$ cat config.mk
export PLATFORM = sky130hd
export DESIGN_NAME = divider_sequencer
export DESIGN_NICKNAME = d
export VERILOG_FILES = /design/src/rtl/divider_sequencer.sv
export SDC_FILE = /design/constraint.sdc
export NUM_CORES = 1
export LEC_CHECK = 0
export BUFFER_PORTS_ARGS = -buffer_cell sky130_fd_sc_hd__buf_2
export CAP_MARGIN = 20
export CELL_PAD_IN_SITES_DETAIL_PLACEMENT = 1
export CELL_PAD_IN_SITES_GLOBAL_PLACEMENT = 1
export CORE_ASPECT_RATIO = 2
export CORE_MARGIN = 2
export CORE_UTILIZATION = 41
export CTS_BUF_LIST = sky130_fd_sc_hd__clkbuf_4
export DETAILED_ROUTE_END_ITERATION = 10
export PLACE_DENSITY_LB_ADDON = 0.12
export SLEW_MARGIN = 20
export SYNTH_ARGS = -nofsm -noshare
export SYNTH_HDL_FRONTEND = slang
export SYNTH_SLANG_ARGS = --single-unit
$ cat constraint.sdc
create_clock -name clockin -period 1.65 [get_ports clockin]
set_input_delay 0.165 -clock clockin [delete_from_list [all_inputs] [get_ports clockin]]
set_output_delay 0.165 -clock clockin [all_outputs]
set_load 0.02 [all_outputs]
$ cat src/rtl/divider_sequencer.sv
// Programmable clock divider with a valid/ready config port.
// Divisor changes are applied only at a half-period boundary.
module divider_sequencer #(
  parameter int WIDTH = 15,
  parameter int unsigned DEFAULT_HALF = 24999
) (
  input  logic             clockin,
  input  logic             reset,
  input  logic             cfg_valid,
  output logic             cfg_ready,
  input  logic [WIDTH-1:0] cfg_half,
  input  logic             cfg_oneshot,
  input  logic             start,
  input  logic             stop,
  output logic             clockout,
  output logic             tick,
  output logic             busy,
  output logic             done
);

  typedef enum logic {IDLE, RUN} state_t;

  state_t           state;
  logic [WIDTH-1:0] count;
  logic [WIDTH-1:0] active_half;
  logic             active_oneshot;
  logic [WIDTH-1:0] shadow_half;
  logic             shadow_oneshot;
  logic             pending;
  logic             xfer;
  logic             wrap;

  assign cfg_ready = ~pending;
  assign xfer      = cfg_valid & cfg_ready;
  assign wrap      = (count == active_half);

  // Sequencer: handshake, counter, toggle, boundary apply, one-shot
  always_ff @(posedge clockin) begin
    if (reset) begin
      state          <= IDLE;
      count          <= '0;
      active_half    <= WIDTH'(DEFAULT_HALF);
      active_oneshot <= 1'b0;
      shadow_half    <= '0;
      shadow_oneshot <= 1'b0;
      pending        <= 1'b0;
      clockout       <= 1'b0;
      tick           <= 1'b0;
      done           <= 1'b0;
      busy           <= 1'b0;
    end else begin
      tick <= 1'b0;
      done <= 1'b0;
      case (state)
        IDLE: begin
          if (xfer) begin
            active_half    <= cfg_half;
            active_oneshot <= cfg_oneshot;
          end
          if (start && !stop) begin
            state    <= RUN;
            busy     <= 1'b1;
            count    <= '0;
            clockout <= 1'b0;
          end
        end
        RUN: begin
          if (stop) begin
            state    <= IDLE;
            busy     <= 1'b0;
            count    <= '0;
            clockout <= 1'b0;
            // Leaving RUN: a held config goes live now
            if (pending) begin
              active_half    <= shadow_half;
              active_oneshot <= shadow_oneshot;
              pending        <= 1'b0;
            end else if (xfer) begin
              active_half    <= cfg_half;
              active_oneshot <= cfg_oneshot;
            end
          end else begin
            if (xfer) begin
              shadow_half    <= cfg_half;
              shadow_oneshot <= cfg_oneshot;
              pending        <= 1'b1;
            end
            if (wrap) begin
              count    <= '0;
              tick     <= 1'b1;
              clockout <= ~clockout;
              if (pending) begin
                active_half    <= shadow_half;
                active_oneshot <= shadow_oneshot;
                pending        <= 1'b0;
              end
              // Falling toggle ends a one-shot period
              if (active_oneshot && clockout) begin
                state <= IDLE;
                busy  <= 1'b0;
                done  <= 1'b1;
              end
            end else begin
              count <= count + 1'b1;
            end
          end
        end
        default: state <= IDLE;
      endcase
    end
  end

endmodule
==> results.sh <==
export IMPL_status="finished with violations"
export IMPL_violations="setup timing"
export IMPL_vdd_drop_max_mv=0.604
export IMPL_antenna_left=0
export IMPL_grt_antenna_before_repair=0
export IMPL_rsz0062_at_grt="yes"
export IMPL_library_cell_occupying_the_most_area_in_the_post_synthesis_netlist="sky130_fd_sc_hd__dfxtp_1"
export IMPL_post_synth_num_cell_types=36
export IMPL_startpoint="count[5]"
export IMPL_p_per_area_nw_per_um2=729
export IMPL_worstSkewPairLatency_ns=0.40
export IMPL_holdCritPathClass="input port to flip-flop"
export IMPL_finalWorstSetupSlack_ns=-0.0430
export IMPL_worstHoldEndpoint="busy"
export IMPL_max_clock_freq_ghz=0.591
export IMPL_total_grt_overflow=0
export IMPL_synth_yosys_seq_area_share=0.402
export IMPL_pre_cts_ws_ns=-0.261
export IMPL_finalClockSkew_ns=0.0130
export IMPL_synthesis_area_um2=2640
export IMPL_p_leak_nw=1.41
export IMPL_layout_min_cycle_time_ns=1.69
export IMPL_first_pass_grt_wire_length_um=12300
export IMPL_clock_tree_root_cell="sky130_fd_sc_hd__clkbuf_4"
export IMPL_initial_core_util=0.422
export IMPL_grt_total_usage=0.225
export IMPL_die_height_um=118
export IMPL_path_class="flip-flop to flip-flop"
export IMPL_synth_most_common_cell="sky130_fd_sc_hd__nand2_1"
export IMPL_timing_rr_start="count[5]"
export IMPL_firstDrtPassIters=4
export IMPL_clk_pin_slew_worst_paths_ns=0.16
export IMPL_design_core_area_um2=6260
export IMPL_route_final_wire_length_um=7770
export IMPL_data_arrival_time_at_the_worst_slack_endpoint_ns=1.99
export IMPL_synth_top_flop_cell="sky130_fd_sc_hd__dfxtp_1"
export IMPL_placement_io_buffers=25
export IMPL_place_hpwl_um=5280
export IMPL_number_of_flops_mapped_to_enable_cells_by_yosys=0
export IMPL_max_slew_worst_pin_slew_ns=0.298
export IMPL_synthCells=329
export IMPL_yosys_warnings=0
export IMPL_synthesis_area_per_instance_um2=8.03
export IMPL_critical_path_startpoint_type="flip-flop"
export IMPL_detailedRoute_firstIterationViolations=92
export IMPL_synth_seq_cells=53
export IMPL_fp_dieW_um=60.8
export IMPL_cts_max_level=2
export IMPL_area_growth_pct=33.5
export IMPL_synth_fp_nets=351
export IMPL_layout_drive_gt1_share=0.281
export IMPL_worstPathMaxFanout=14
export IMPL_max_clock_path_buffers=2
export IMPL_clock_tree_from_tritoncts="yes"
export IMPL_worst_r2r_cell_count=6
export IMPL_synth_top_cells_by_count="70 x sky130_fd_sc_hd__nand2_1, 53 x sky130_fd_sc_hd__dfxtp_1, 34 x sky130_fd_sc_hd__nor2_1"
export IMPL_worst_slew_margin_rel=0.800
export IMPL_tritoncts_num_buffers=5
export IMPL_design_portCount=26
export IMPL_remaining_drcs=0
export IMPL_finalHoldViolations=0
export IMPL_regToRegSetupSlack_ns=-0.04
export IMPL_synth_top_area_cells="sky130_fd_sc_hd__dfxtp_1 40%, sky130_fd_sc_hd__nand2_1 9.9%, sky130_fd_sc_hd__xor2_1 7.3%"
export IMPL_grt_pass1_vias=2673
export IMPL_worst_r2r_endpoint="count[8]"
export IMPL_num_fill_cells=768
export IMPL_worst_hold_path_num_cells=2
export IMPL_drv_cap=0
export IMPL_diodes=0
export IMPL_report_final_setup_viol=16
export IMPL_min_delay_start="reset"
export IMPL_power_total_w=0.00257
export IMPL_cts_num_sinks=53
export IMPL_finish_utilization=0.564
export IMPL_weighted_congestion_reported_at_the_end_of_routability_driven_placement=0.834
export IMPL_placement_rows=41
export IMPL_nNetsFinal=427
export IMPL_worstSetupEndpointType="flip-flop"
export IMPL_final_min_period_over_clock_period=1.03
export IMPL_detail_route_vias_per_cell=5.17
export IMPL_synth_async_reset_ratio=0
export IMPL_yosysTopAreaCellShare=0.402
export IMPL_worstPathRequired_ns=1.95
export IMPL_vias_after_detailed_routing=2543
export IMPL_route_detailed_wl_per_inst_um=15.8
export IMPL_floorplan_die_area_um2=7140
export IMPL_largest_net_degree_at_the_start_of_global_routing=50
export IMPL_report_final_slew_viol_count=0
[report_power, final]
part	switching [W]	leakage, nW	internal [W]
combinational	0.000219	0.937	0.000221
sequential	0.0000426	0.436	0.00133
clock	0.000444	0.0389	0.000314
[layout make-up]
| cell class | count | area [um2] | share of cell area |
|---|---|---|---|
| multi-input combinational | 250 | 1540 | 0.436 |
| sequential | 53 | 1080 | 0.305 |
| timing repair buffer | 87 | 697 | 0.198 |
| tap | 86 | 108 | 0.0305 |
| clock inverter | 3 | 41.3 | 0.0117 |
| clock buffer | 5 | 37.5 | 0.0106 |
| inverter | 8 | 30.0 | 0.00851 |
[cell families after synthesis]
group | count (synthesis) | synth area share
AOI/OAI and AO/OA | 50 | 0.128
xor gates and xnor gates | 28 | 0.0928
adders and majority gates | 1 | 0.00473
buffers and inverters | 26 | 0.0421
DFF | 53 | 0.402
muxes | 16 | 0.0606
and+or+nand+nor | 155 | 0.270
[state kept, by name, summed over array words and instances, names as in the netlist]
signal	cells
shadow_half	15
tick	1
busy	1
active_half	15
active_oneshot	1
clockout	1
count	15
done	1
state	1
shadow_oneshot	1
pending	1
[placed cells by master (no fill, tap or decap), types with 3 or more instances in the layout]
cell                            Yosys  routed
sky130_fd_sc_hd__a21oi_1           25      25
sky130_fd_sc_hd__a311o_1            8       8
sky130_fd_sc_hd__buf_12             0       5
sky130_fd_sc_hd__buf_2              5      25
sky130_fd_sc_hd__buf_4              0      40
sky130_fd_sc_hd__clkbuf_4           0       5
sky130_fd_sc_hd__dfxtp_1           53      40
sky130_fd_sc_hd__dfxtp_2            0      13
sky130_fd_sc_hd__dlygate4sd3_1      0      16
sky130_fd_sc_hd__inv_1              8       8
sky130_fd_sc_hd__mux2i_1           16      16
sky130_fd_sc_hd__nand2_1           70      70
sky130_fd_sc_hd__nand2b_1          10      10
sky130_fd_sc_hd__nand3_1           16      16
sky130_fd_sc_hd__nor2_1            34      34
sky130_fd_sc_hd__nor3_1             4       3
sky130_fd_sc_hd__or2_2              8       8
sky130_fd_sc_hd__xnor2_1            6       6
sky130_fd_sc_hd__xor2_1            22      19
sky130_fd_sc_hd__xor2_2             0       3
[what timing repair did]
action	in CTS	in global routing
hold buffers	15	1
endpoints found under the hold margin	15	1
gates resized for setup	6	19
setup endpoints to repair	35	37
pin swaps	4	6
buffers inserted	5	2
[per-layer routing]
layer | GRT usage | wire length (um) | up-vias
met2 | 0.403 | 4460 | 29
met3 | 0.0363 | 140 | 16
met5 | 0 | 0 | -
met1 | 0.249 | 3000 | 1247
li1 | - | - | 1251
met4 | 0.0897 | 169 | 0
[metrics by stage]
stage	instances	setup TNS, ns	hold WS (ns)	cell area [um2]
floorplan	329	0	0.301	2640
global placement	461	-3.50	0.416	3140
detailed placement	461	-5.68	0.424	3140
CTS	489	-1.05	0.0000564	3430
global route	492	-1.60	0.00938	3530
finish	492	-0.574	0.0296	3530
[critical path: stages, from the launching register on]
cell	delay, ns
sky130_fd_sc_hd__dfxtp_2	0.36
sky130_fd_sc_hd__xor2_1	0.17
sky130_fd_sc_hd__nor4_2	0.33
sky130_fd_sc_hd__nand4_1	0.22
sky130_fd_sc_hd__a21oi_2	0.27
sky130_fd_sc_hd__buf_12	0.17
sky130_fd_sc_hd__nor2_1	0.05
[how the worst max path moves through the flow]
stage	slack, ns	cells after the start	to
floorplan	0.07	6	count[10]
global placement	-0.16	5	active_half[1]
detailed placement	-0.26	5	active_half[4]
CTS	-0.08	6	count[6]
global route	-0.09	6	pending
finish	-0.04	6	count[8]
Note: power is estimated with default switching activity, not from simulation.
